==> config.mk <==
export PLATFORM = sky130hd
export DESIGN_NAME = freq_duty_calc_flat
export DESIGN_NICKNAME = d
export VERILOG_FILES = /design/src/rtl/freq_duty_if.sv /design/src/rtl/freq_duty_calc.sv /design/src/flat_wrapper.sv
export SDC_FILE = /design/constraint.sdc
export NUM_CORES = 1
export LEC_CHECK = 0
export ABC_AREA = 1
export BUFFER_PORTS_ARGS = -buffer_cell sky130_fd_sc_hd__buf_2
export CAP_MARGIN = 20
export CORE_MARGIN = 4
export CORE_UTILIZATION = 66
export CTS_CLUSTER_DIAMETER = 30
export DETAILED_ROUTE_END_ITERATION = 8
export MAX_ROUTING_LAYER = met4
export PLACE_DENSITY = 0.86
export SLEW_MARGIN = 20
export SYNTH_ARGS = -nofsm -noshare
export SYNTH_HDL_FRONTEND = slang
export SYNTH_SLANG_ARGS = --single-unit
==> constraint.sdc <==
create_clock -name CLK -period 4.3 [get_ports CLK]
set_input_delay 0.86 -clock CLK [delete_from_list [all_inputs] [get_ports CLK]]
set_output_delay 0.86 -clock CLK [all_outputs]
set_load 0.05 [all_outputs]
==> src/rtl/freq_duty_if.sv <==
// freq_duty_if: measured-period operands in, frequency/duty results out.
interface freq_duty_if #(parameter int PER_W = 25);
    logic [PER_W-1:0] PERIOD1;
    logic [PER_W-1:0] PERIOD2;
    logic             PERIOD_FLAG;
    logic [31:0]      FREQ;
    logic [6:0]       DUTY;
    logic             DIV_ERR;
    logic             RESULT_VALID;
    logic             BUSY;
    modport master(output PERIOD1, PERIOD2, PERIOD_FLAG,
                   input FREQ, DUTY, DIV_ERR, RESULT_VALID, BUSY);
    modport slave(input PERIOD1, PERIOD2, PERIOD_FLAG,
                  output FREQ, DUTY, DIV_ERR, RESULT_VALID, BUSY);
endinterface

==> src/rtl/freq_duty_calc.sv <==
// freq_duty_calc: frequency and duty from period counts via one shared serial divider.
// Optional FREQ_DUTY_OVERRUN_EN adds OVERRUN_CNT, counting flags dropped while busy.
module freq_duty_calc #(
    parameter logic [31:0] CLK_HZ = 32'd50_000_000,
    parameter int          PER_W  = 25
) (
    input logic        CLK,
    input logic        RST,
    freq_duty_if.slave io
`ifdef FREQ_DUTY_OVERRUN_EN
    ,
    output logic [7:0] OVERRUN_CNT
`endif
);
    typedef enum logic [2:0] {IDLE, DIV_F, LD_D, DIV_D, DONE} state_t;
    state_t state, nxt;
    logic [PER_W-1:0] p1, p2;
    logic [32:0] rem, rem_sh;
    logic [31:0] q, fq;
    logic [4:0] cnt;
    logic ge, zero_div;
    always_ff @(posedge CLK) state <= RST ? IDLE : nxt;
    always_comb begin
        nxt = state == IDLE  ? (io.PERIOD_FLAG ? DIV_F : IDLE) :
              state == DIV_F ? (cnt == 5'd31 ? LD_D : DIV_F) :
              state == LD_D  ? DIV_D :
              state == DIV_D ? (cnt == 5'd31 ? DONE : DIV_D) : IDLE;
        rem_sh = {rem[31:0], q[31]};
        ge = rem_sh >= {{(33-PER_W){1'b0}}, p2};
        zero_div = p2 == '0;
    end
    assign io.BUSY = state != IDLE;
    // q holds the dividend and shifts quotient bits in from the bottom
    always_ff @(posedge CLK) begin
        if (RST) begin
            p1 <= '0;
            p2 <= '0;
            rem <= '0;
            q <= '0;
            fq <= '0;
            cnt <= '0;
            io.FREQ <= '0;
            io.DUTY <= '0;
            io.DIV_ERR <= 1'b0;
            io.RESULT_VALID <= 1'b0;
        end else begin
            io.RESULT_VALID <= 1'b0;
            case (state)
                IDLE: if (io.PERIOD_FLAG) begin
                    p1 <= io.PERIOD1;
                    p2 <= io.PERIOD2;
                    q <= CLK_HZ;
                    rem <= '0;
                    cnt <= '0;
                end
                DIV_F, DIV_D: begin
                    rem <= ge ? rem_sh - {{(33-PER_W){1'b0}}, p2} : rem_sh;
                    q <= {q[30:0], ge};
                    cnt <= cnt + 5'd1;
                end
                LD_D: begin
                    fq <= q;
                    q <= 32'(p1) * 32'd100;
                    rem <= '0;
                    cnt <= '0;
                end
                default: begin
                    io.FREQ <= zero_div ? 32'd0 : fq;
                    io.DUTY <= zero_div ? 7'd0 : q > 32'd100 ? 7'd100 : q[6:0];
                    io.DIV_ERR <= zero_div;
                    io.RESULT_VALID <= 1'b1;
                end
            endcase
        end
    end
`ifdef FREQ_DUTY_OVERRUN_EN
    always_ff @(posedge CLK)
        if (RST) OVERRUN_CNT <= '0;
        else if (io.PERIOD_FLAG && io.BUSY && OVERRUN_CNT != 8'hff) OVERRUN_CNT <= OVERRUN_CNT + 8'd1;
`endif
endmodule

==> src/flat_wrapper.sv <==
// flat-port wrapper written by rule: the top's interface ports become plain ports
module freq_duty_calc_flat 
#(
    parameter logic [31:0] CLK_HZ = 32'd50_000_000,
    parameter int          PER_W  = 25
)
  (CLK, RST, io_PERIOD1, io_PERIOD2, io_PERIOD_FLAG, io_FREQ, io_DUTY, io_DIV_ERR, io_RESULT_VALID, io_BUSY);
  freq_duty_if #(.PER_W(PER_W)) io_i ();
  input logic CLK;
  input logic RST;
  input wire logic [$bits(io_i.PERIOD1)-1:0] io_PERIOD1;
  input wire logic [$bits(io_i.PERIOD2)-1:0] io_PERIOD2;
  input wire logic [$bits(io_i.PERIOD_FLAG)-1:0] io_PERIOD_FLAG;
  output wire logic [$bits(io_i.FREQ)-1:0] io_FREQ;
  output wire logic [$bits(io_i.DUTY)-1:0] io_DUTY;
  output wire logic [$bits(io_i.DIV_ERR)-1:0] io_DIV_ERR;
  output wire logic [$bits(io_i.RESULT_VALID)-1:0] io_RESULT_VALID;
  output wire logic [$bits(io_i.BUSY)-1:0] io_BUSY;
  assign io_i.PERIOD1 = io_PERIOD1;
  assign io_i.PERIOD2 = io_PERIOD2;
  assign io_i.PERIOD_FLAG = io_PERIOD_FLAG;
  assign io_FREQ = io_i.FREQ;
  assign io_DUTY = io_i.DUTY;
  assign io_DIV_ERR = io_i.DIV_ERR;
  assign io_RESULT_VALID = io_i.RESULT_VALID;
  assign io_BUSY = io_i.BUSY;
  freq_duty_calc #(.CLK_HZ(CLK_HZ), .PER_W(PER_W)) u_core (.CLK(CLK), .RST(RST), .io(io_i));
endmodule
---- Word-level counts from Yosys, hierarchy flattened ----
Cells that the tools add are included.
word-level totals
  register bits ........................... 195
  bits of input ports ..................... 53
  output and inout port bits .............. 42
  word-level logic and storage cells ...... 47
cells by class
  add/subtract/negate cells ............... 2
  multipliers ............................. 1
  $lt $le $gt $ge ......................... 2
  equal/unequal tests ..................... 5
  mux-type cells .......................... 18
  reductions and logical operators ........ 8
operator list
  operator               number
  $pmux 32 s3            2
  $mux 32                4
  $ge 33x25->1           1
  $gt 32x7->1 const B    1
  $sub 32x25->32         1
  $mul 25x5->30 const B  1
  $logic_not 25->1       1
  $mux 3                 5
  $pmux 5 s3             1
  $mux 7                 2
  $eq 3x2->1 const B     2
  $reduce_bool 3->1      2
  $add 5x1->5 const B    1
  $eq 5x5->1 const B     1
  $mux 5                 1
  $reduce_and 2->1       2
  $reduce_or 4->1        1
  $eq 3x1->1 const B     1
  $logic_not 3->1        1
  $mux 1                 2
  $mux 2                 1
  $ne 2x2->1 const B     1
  $reduce_or 2->1        1

---- Logic depth before layout (Yosys ltp) ----
Gate-level depths: netlist (run 1).
  depth after elaboration ................. 6
  depth in mapped cells ................... 17
  gate-level depth less buffers ........... 17

---- Worst setup path before layout (run 1) ----
Ideal clock, no wire load.
  kind .................................... register -> register
  start point ............................. reg u_core.p1[9]
  end point ............................... reg u_core.q[15]
  setup time .............................. 119 ps
  arrival ................................. 2713 ps
  data required time ...................... 4181 ps
  path slack .............................. 1467 ps
  stages on the path, launching flop included .. 13
  buffers on the path ..................... 0
  clock period less this slack ............ 2833 ps
  cell sequence ........................... dfxtp_1 ha_1 ha_1 inv_1 fa_1 inv_1 ha_1 a21oi_1 a21boi_0 nand2_1 or2_2 nand3_1 a21oi_1
on the way
  cells in the longest elaborated chain, start to end .. 2
RTL lines
  item                    RTL line              source
  start, declared         freq_duty_calc.sv:17  logic [PER_W-1:0] p1, p2;
  start signal, assigned  freq_duty_calc.sv:50  p1 <= io.PERIOD1;
  $mul 25x5->30           freq_duty_calc.sv:63  q <= 32'(p1) * 32'd100;
  $pmux 32 s3             freq_duty_calc.sv:48  case (state)
  end signal, assigned    freq_duty_calc.sv:58  q <= {q[30:0], ge};
  end signal, assigned    freq_duty_calc.sv:63
  end, declared           freq_duty_calc.sv:19  logic [31:0] q, fq;
Every way passes these cells.
A chain may end at the register's enable or synchronous reset.

---- Worst setup path in the final report (run 1) ----
  start point ............................. reg u_core.p1[6]
  end point ............................... reg u_core.q[16]
The elaborated chain is that of the path after synthesis.

==> flow_summary.toml, run 1 <==
[setup_path]
crit_chain = "ha_1, ha_1, fa_1, ha_1, a21oi_1, nor2_1, nor2_1, nand2_1, nand2_1, nand2_1, or2_2, nand3_1, a31oi_1"
worst-r2r-setup-slack_ns = 1.03
ff2ff_path_depth = 13
critPathCaptureType = "flop"
origin_of_the_critical_flop_to_flop_path = "u_core.p1[6]"
timing.critical_path.slowest_cell_delay_ns = 0.51
critical_path_required_ns = 4.59
critical-path-slowest-cell = "sky130_fd_sc_hd__fa_1"
timing.setup.critical_path_class = "flop to flop"
critical_path_arrival_ns = 3.55
cp-start-kind = "flop"
cp_max_fo = 5
timing.rr.end = "u_core.q[16]"

[route]
drt-initial-drc-count = 1176
postRouteWirelength_mm = 34.8
ant_nets = 0
drtPass1Iterations = 7
num_vias = 12400
drc = 0
wirelength_per_cell_um = 16.0
vias_per_cell = 5.70

[clock_tree]
clkTransAtPathRegs_ns = 0.10
numCtsBuffers = 17
htree_num_levels = 4
cts_resized = 0
postCtsHoldBufs = 0
clk-insertion-delay-late_ns = 0.46
cts_setup_buffers = 0
clock-root-buffer = "sky130_fd_sc_hd__clkbuf_16"
cts_sinks = 195
tritoncts_clock_tree = "yes"
ctsLongestPathBuffers = 2

[min_path]
hold_path_class = "flop to flop"
hold_start = "u_core.fq[8]"
min_path_cells = 2
worst_hold_path.endpoint = "u_core.io.FREQ[8]"

[power_and_ir_drop]
switching_share_pct = 49.6
internal-power_mw = 4.48
power.static_leakage_nw = 6.73
seqPwrFrac_pct = 24.3
combinationalPowerShare_pct = 55.6
powerDensity_mw_per_mm2 = 644
final_total_pwr_mw = 8.89
switching_power_mw = 4.41
power.clock.fraction_pct = 20.1
power.ir.vdd_worst_mv = 0.806

[yosys]
post-synth-top-area-fraction_pct = 31.0
yosys_most_used_dff = "sky130_fd_sc_hd__dfxtp_1"
synth_cell_type_count = 44
synth-xor-area-share_pct = 1.32
netlist_area_sq_mm = 0.0126
ys_seq_area_share_pct = 31.0
yosys.cell_count.top_type = "sky130_fd_sc_hd__nand2_1"
ys.warnings.count = 0
yosys_register_bits = 195
synth_top_family_by_area = "simple AND/OR/NAND/NOR gates"
synth_largest_area_cell = "sky130_fd_sc_hd__dfxtp_1"
yosys-mux-area-fraction_pct = 0
synth_common_cells = "sky130_fd_sc_hd__nand2_1, sky130_fd_sc_hd__inv_1, sky130_fd_sc_hd__a21oi_1, sky130_fd_sc_hd__dfxtp_1, sky130_fd_sc_hd__o21ai_0"
synthesis.area_per_instance_sq_um = 6.70
netlist_top_cells_area = "sky130_fd_sc_hd__dfxtp_1, sky130_fd_sc_hd__nand2_1, sky130_fd_sc_hd__ha_1, sky130_fd_sc_hd__inv_1, sky130_fd_sc_hd__a21oi_1"
synth_async_sr_flop_share_pct = 0
synth_compound_gate_area_share_pct = 14.4
synthesis.nets = 2062
number_of_instances_in_the_synthesized_netlist = 1882
synth-simple-area-share_pct = 28.0
synth_enable_flop_cells = 0
synthAdderAreaFrac_pct = 13.9

[placement]
portBuffers = 94
place_inst = 2147
gp_congestion = 0.974
place_hpwl_mm = 25.1

[timing]
worst_pin_slew_ns = 1.09
layout_worst_path_cycle_share_pct = 76.0
max_slew_violation_total_from_the_final_report = 0
grt_setup_unrepaired = "no"
relSlewSlack_pct = 27.1
post-route-min-period_ns = 3.27
report.final.setup_viol = 0
timing.setup.tns_ns = 0
max_freq_mhz = 306
final.setup_skew_ns = 0.0162
timing_hold_violations_final = 0

[floorplanning]
io_pins = 95
floorplan.core_area_sq_mm = 0.0188
die_area_sq_mm = 0.0214
fp.dieW_um = 146
floorplan.die.height_um = 146
floorplan.rows = 50
initial_utilization_pct = 67.2

[run_status]
run_status = "complete, no violations"

[job]
drv_cap = 0

[global_routing]
first_global_vias = 11300
track_usage_pct = 32.9
overflow = 0
grt_max_degree = 102
antenna_violations_before_repair = 0
global_route_wire_length_before_repair_mm = 56.3

[final_layout]
antenna_cells = 0
layout.nets = 2112
layout-drive-gt1-share_pct = 9.15
layout.cells.non_filler = 2179
area_delta_synth_final_pct = 9.48
## sequential cells by signal (all words and copies together), names as in the netlist, 3 cells and up
name,count
u_core.p2,25
u_core.rem,32
u_core.fq,32
u_core.p1,25
u_core.state,3
u_core.io.DUTY,7
u_core.cnt,5
u_core.io.FREQ,32
u_core.q,32
## cell type report
type	count	area, sq um
repair buffers	103	538
fillers	1586	4970
multi-input cells	1317	7270
inverters	298	1120
well taps	234	293
clock inverters	15	246
clock buffers	17	425
flip-flops and latches	195	3900
## cell families after synthesis
family,count (synthesis)
AO/OA/AOI/OAI,350
XOR/XNOR,19
adder cells (fa/ha/maj),127
buffers and inverters,370
flip-flops,195
AND/OR/NAND/NOR,821
## worst max-delay path by stage
stage | startpoint | to
floorplan | u_core.p1[9] | u_core.q[15]
finish | u_core.p1[6] | u_core.q[16]
global placement | u_core.p1[6] | u_core.q[16]
detailed placement | u_core.p1[6] | u_core.q[16]
CTS | u_core.p1[6] | u_core.q[16]
global route | u_core.p1[6] | u_core.q[16]
## power groups by stage
stage                     registers (mW)  clock network [mW]  logic [mW]
after global routing                2.19                1.87        5.47
after CTS                           2.16                1.80        4.84
after floorplan                     2.14                   0        3.83
final                               2.16                1.79        4.94
after detailed placement            2.20                   0        4.78
after global placement              2.19                   0        4.69
## metal layers
layer / track usage, % / vias up / part of all wire, %
met5: - / - / 0
met3: 5.06 / 63 / 8.6
li1: - / 6133 / -
met1: 47.0 / 5677 / 46
met4: 7.53 / 0 / 1.6
met2: 49.3 / 539 / 43
## worst max-delay path, delay by kind of cell, from the launching register on
kind | cells | cell delay [ns]
adders and majority gates | 4 | 1.51
and+or+nand+nor | 7 | 0.85
DFF | 1 | 0.46
AOI/OAI and AO/OA | 2 | 0.31
## cells in the final DEF, fill, tap and decap left out, types with 11 or more instances in the layout
cell type | synthesis | layout
sky130_fd_sc_hd__or2_2 | 11 | 11
sky130_fd_sc_hd__inv_1 | 288 | 286
sky130_fd_sc_hd__ha_1 | 106 | 106
sky130_fd_sc_hd__o21ai_0 | 124 | 124
sky130_fd_sc_hd__nand3b_1 | 29 | 29
sky130_fd_sc_hd__a31oi_1 | 12 | 12
sky130_fd_sc_hd__nand3_1 | 95 | 94
sky130_fd_sc_hd__a21oi_1 | 195 | 195
sky130_fd_sc_hd__nor2_1 | 120 | 120
sky130_fd_sc_hd__buf_2 | 14 | 94
sky130_fd_sc_hd__nor3_1 | 17 | 17
sky130_fd_sc_hd__dfxtp_1 | 195 | 195
sky130_fd_sc_hd__clkbuf_16 | 0 | 17
sky130_fd_sc_hd__xnor2_1 | 12 | 12
sky130_fd_sc_hd__nand2_1 | 494 | 494
sky130_fd_sc_hd__nand4_1 | 22 | 22
sky130_fd_sc_hd__fa_1 | 21 | 21
## through the flow
step                      worst slack [ns]  hold WS (ns)  utilization (%)  instance area, sq um
after global routing                 0.760         0.477             73.5                 13800
after CTS                             1.03         0.460             73.5                 13800
final                                 1.03         0.463             73.5                 13800
after global placement                1.15         0.445             69.9                 13100
after floorplan                       1.47         0.438                -                 12600
after detailed placement              1.04         0.449             69.9                 13100
No activity file was read; power rests on OpenSTA's default activity.
==> run 2, diff against run 1 <==
- CORE_UTILIZATION: 66 -> 61
- PLACE_DENSITY: 0.86 -> 0.81
- clock period: 4.3 -> 3.1 ns (I/O delays scaled with it)
==> flow_summary.toml, run 2 (same netlist as run 1, synthesis figures left out) <==
[timing]
whs_ns = 0.448
timing.setup.tns_ns = 0
post-route-worst-setup-slack_ns = 0.0710
final.setup_skew_ns = 0.0144
post-route-min-period_ns = 3.03
worst_pin_slew_ns = 1.03
timing_hold_violations_final = 0
report.final.setup_viol = 0
layout_worst_path_cycle_share_pct = 97.7
max_freq_mhz = 330
max_slew_violation_total_from_the_final_report = 0
grt_setup_unrepaired = "yes"
relSlewSlack_pct = 31.3

[floorplanning]
initial_utilization_pct = 62.1
floorplan.rows = 52
die_area_sq_mm = 0.0230
io_pins = 95
fp.dieW_um = 152
floorplan.die.height_um = 152
floorplan.core_area_sq_mm = 0.0203

[route]
wirelength_per_cell_um = 15.2
drt-initial-drc-count = 1124
drc = 0
drtPass1Iterations = 5
postRouteWirelength_mm = 34.0
num_vias = 12400
vias_per_cell = 5.57
ant_nets = 0

[placement]
portBuffers = 94
post_dp_cell_area_sq_mm = 0.0133
gp_congestion = 1.03
place_inst = 2196
dpl_worst_slack_ns = -0.0339
place_hpwl_mm = 24.5

[setup_path]
critical_path_arrival_ns = 3.40
origin_of_the_critical_flop_to_flop_path = "u_core.p1[9]"
critPathCaptureType = "flop"
critical-path-top-cell-by-count = "sky130_fd_sc_hd__inv_1"
timing.rr.end = "u_core.q[26]"
timing.critical_path.slowest_cell_delay_ns = 0.49
crit_chain = "ha_1, ha_1, inv_1, fa_1, inv_1, ha_4, nand2_2, nor2_2, inv_1, nor3_1, nand2_1, nand2_2, nand2_1, nand3b_1, nand3_1, a21oi_2"
critical_path_required_ns = 3.47
cp_max_fo = 6
timing.setup.critical_path_class = "flop to flop"
cp-start-kind = "flop"
critical-path-slowest-cell = "sky130_fd_sc_hd__fa_1"
ff2ff_path_depth = 16
worst-r2r-setup-slack_ns = 0.07

[global_routing]
grt_max_degree = 98
first_global_vias = 11100
track_usage_pct = 29.9
overflow = 0
global_route_wire_length_before_repair_mm = 54.0
antenna_violations_before_repair = 0

[power_and_ir_drop]
combinationalPowerShare_pct = 57.4
power.clock.fraction_pct = 18.4
switching_share_pct = 48.6
final_total_pwr_mw = 12.4
seqPwrFrac_pct = 24.2
power.static_leakage_nw = 6.80
switching_power_mw = 6.03
internal-power_mw = 6.36
powerDensity_mw_per_mm2 = 864
power.ir.vdd_worst_mv = 0.593

[min_path]
worst_hold_path.endpoint = "u_core.p1[13]"
hold_start = "io_PERIOD1[13]"
min_path_cells = 3
hold_path_class = "primary input to flop"

[run_status]
run_status = "complete, no violations"

[clock_tree]
tritoncts_clock_tree = "yes"
ctsLongestPathBuffers = 2
clk-insertion-delay-late_ns = 0.45
htree_num_levels = 4
clkTransAtPathRegs_ns = 0.09
numCtsBuffers = 17
clock-root-buffer = "sky130_fd_sc_hd__clkbuf_16"
cts_sinks = 195

[final_layout]
mostFrequentLayoutCells = "sky130_fd_sc_hd__nand2_1, sky130_fd_sc_hd__inv_1, sky130_fd_sc_hd__dfxtp_1"
layout.nets = 2127
final_cell_area_sq_mm = 0.0143
layout-drive-gt1-share_pct = 13.9
most_common_cell_after_layout_fill_and_taps_aside = "sky130_fd_sc_hd__nand2_1"
fillCellCount = 1740
area_delta_synth_final_pct = 13.8
antenna_cells = 0
layout.core_utilization_pct = 70.7
layout.cells.non_filler = 2230

[job]
drv_cap = 0
-- run 2: cell count changes in the layout (fill, tap and decap cells not counted), sizes merged --
cell / delta
buf: +15
-- run 2: worst max path at each step --
stage	endpoint	slack, ns	startpoint
after floorplan	u_core.q[15]	0.27	u_core.p1[9]
after detailed placement	u_core.q[27]	-0.03	u_core.p1[16]
after global placement	u_core.q[27]	0.04	u_core.p1[15]
after global routing	u_core.q[19]	-0.11	u_core.p1[2]
final	u_core.q[26]	0.07	u_core.p1[9]
after CTS	u_core.q[29]	0.02	u_core.p1[5]
-- run 2: critical path: cells and delay by family, from the launching register on --
kind            cells  cell delay [ns]
compound gates      1             0.17
buf+inv             3             0.18
flops               1             0.36
fa+ha+maj           4             1.40
simple gates        8             0.83
-- run 2: timing repair --
action	in CTS	in global routing
gates cloned	0	0
resized for setup	6	98
pin swaps	0	16
setup buffers	0	2
setup endpoints to repair	8	18
hold buffers	0	0
-- run 2: metal layers --
| metal | GRT usage [%] | routed length [um] | vias to the layer above |
|---|---|---|---|
| met3 | 3.96 | 2740 | 62 |
| met4 | 8.18 | 607 | 0 |
| li1 | - | - | 6151 |
| met5 | - | 0 | - |
| met2 | 43.7 | 14700 | 547 |
| met1 | 43.7 | 16000 | 5653 |
-- run 2: power groups by stage --
stage	logic, mW	registers, mW	clock network (mW)
floorplan	5.32	2.98	0
global placement	6.47	3.03	0
detailed placement	6.62	3.04	0
CTS	6.68	2.99	2.30
global route	7.93	3.03	2.40
finish	7.11	3.00	2.28
-- run 2: final cells by class --
class                           count  area, sq um  area share [%]
Inverter                          298         1120            7.80
Multi-Input combinational cell   1317         7690            53.6
Sequential cell                   195         3930            27.4
Timing Repair Buffer              118          651            4.54
Clock buffer                       17          425            2.97
Clock inverter                     15          193            1.34
Tap cell                          270          338            2.35
==> run 3, diff against run 2 <==
- CELL_PAD_IN_SITES_DETAIL_PLACEMENT: not set -> 1
- CELL_PAD_IN_SITES_GLOBAL_PLACEMENT: not set -> 2
- CORE_UTILIZATION: 61 -> 34
- GPL_TIMING_DRIVEN: not set -> 0
- HOLD_SLACK_MARGIN: not set -> 0.05
- PLACE_DENSITY: 0.81 -> not set
- PLACE_DENSITY_LB_ADDON: not set -> 0.1
==> flow_summary.toml, run 3 (same netlist as run 1, synthesis figures left out) <==
[run_status]
run_status = "complete, no violations"

[clock_tree]
clk-insertion-delay-late_ns = 0.46
numCtsBuffers = 17
htree_num_levels = 4
clock-root-buffer = "sky130_fd_sc_hd__clkbuf_16"
clkTransAtPathRegs_ns = 0.08
cts_sinks = 195
tritoncts_clock_tree = "yes"
ctsLongestPathBuffers = 2

[placement]
portBuffers = 93
gp_congestion = 0.878
post_dp_cell_area_sq_mm = 0.0137
place_hpwl_mm = 36.2

[power_and_ir_drop]
powerDensity_mw_per_mm2 = 885
power.ir.vdd_worst_mv = 0.491
power.static_leakage_nw = 6.83

[route]
drt-initial-drc-count = 565
vias_per_cell = 4.98
ant_nets = 0
drtPass1Iterations = 5
num_vias = 12400
wirelength_per_cell_um = 17.9
drc = 0
postRouteWirelength_mm = 44.4

[floorplanning]
die_area_sq_mm = 0.0402
floorplan.die.height_um = 201
fp.dieW_um = 201
floorplan.core_area_sq_mm = 0.0366
io_pins = 95
floorplan.rows = 70
initial_utilization_pct = 34.4

[final_layout]
final_cell_area_sq_mm = 0.0148
mostFrequentLayoutCells = "sky130_fd_sc_hd__nand2_1, sky130_fd_sc_hd__inv_1, sky130_fd_sc_hd__dfxtp_1"
most_common_cell_after_layout_fill_and_taps_aside = "sky130_fd_sc_hd__nand2_1"
area_delta_synth_final_pct = 17.3
layout-drive-gt1-share_pct = 14.0
antenna_cells = 0
layout.nets = 2180

[global_routing]
first_global_vias = 12500
grt_max_degree = 21
track_usage_pct = 22.3
global_route_wire_length_before_repair_mm = 69.8
overflow = 0
antenna_violations_before_repair = 0

[timing]
max_slew_violation_total_from_the_final_report = 0
timing.setup.tns_ns = 0
relSlewSlack_pct = 46.6
final.setup_skew_ns = 0.0171
worst_pin_slew_ns = 0.801
report.final.setup_viol = 0
layout_worst_path_cycle_share_pct = 95.0
max_freq_mhz = 340
timing_hold_violations_final = 0
post-route-min-period_ns = 2.95

[setup_path]
worst-r2r-setup-slack_ns = 0.15
timing.setup.critical_path_class = "flop to flop"
critical_path_arrival_ns = 3.26
critPathCaptureType = "flop"
cp-start-kind = "flop"
cp_max_fo = 4
critical_path_required_ns = 3.41

[job]
drv_cap = 0

[min_path]
hold_path_class = "primary input to flop"
==> run 3: per-layer routing <==
metal / up-vias / wire length (um) / global-route usage [%]
met4: 0 / 473 / 4.13
met2: 194 / 19200 / 33.8
met5: - / 0 / -
met1: 5858 / 23100 / 32.3
li1: 6276 / - / -
met3: 29 / 1600 / 2.97
==> run 3: repair_timing <==
action	CTS	global route
hold buffers	0	0
setup buffers	0	6
resized for setup	18	103
pin swaps	0	18
setup endpoints to repair	17	19
==> run 3: path summary, 6_finish.rpt <==
check	cells past startpoint	endpoint	from
worst max register to register	15	u_core.q[28]	u_core.p1[2]
worst min-delay path	3	u_core.p1[20]	io_PERIOD1[20]
worst max-delay path	15	u_core.q[28]	u_core.p1[2]
worst min register to register	2	u_core.io.FREQ[11]	u_core.io.FREQ[11]
==> run 3: cell type report <==
cell class / count / area [sq um]
multi-input combinational: 1317 / 7730
inverter: 298 / 1120
tap: 468 / 586
sequential: 195 / 3920
timing repair buffer: 99 / 510
fill: 4780 / 21800
clock buffer: 17 / 425
clock inverter: 15 / 169
buffer: 72 / 322
==> run 3: per-stage QoR <==
stage               utilization, %  setup WS [ns]  power [mW]  cells  hold slack (ns)
floorplan                        -          0.267        8.29   1882            0.438
global placement              37.3         -0.214        10.4   2443            0.452
detailed placement            37.3         -0.261        10.5   2443            0.456
CTS                           39.1        0.00266        12.9   2475            0.419
global route                  40.4        -0.0222        14.3   2481            0.450
finish                        40.4          0.155        13.1   2481            0.446
==> run 3: critical path, cell delays in order, from the launching register on <==
cell and delay [ns]:
sky130_fd_sc_hd__dfxtp_4 0.37, sky130_fd_sc_hd__ha_1 0.30, sky130_fd_sc_hd__ha_1 0.30, sky130_fd_sc_hd__fa_1 0.49, sky130_fd_sc_hd__ha_4 0.32, sky130_fd_sc_hd__nand2_2 0.08, sky130_fd_sc_hd__a21oi_2 0.20, sky130_fd_sc_hd__nand3_1 0.09
sky130_fd_sc_hd__nand2_1 0.13, sky130_fd_sc_hd__nand2_1 0.08, sky130_fd_sc_hd__nand2_2 0.10, sky130_fd_sc_hd__nand2_1 0.08, sky130_fd_sc_hd__nand2_1 0.06, sky130_fd_sc_hd__nand2_1 0.07, sky130_fd_sc_hd__nand3_1 0.08, sky130_fd_sc_hd__a21oi_1 0.06
==> run 3: report_power, final <==
group	internal (mW)	switching, mW
registers	2.77	0.251
logic	2.68	5.10
clock network	1.08	1.21
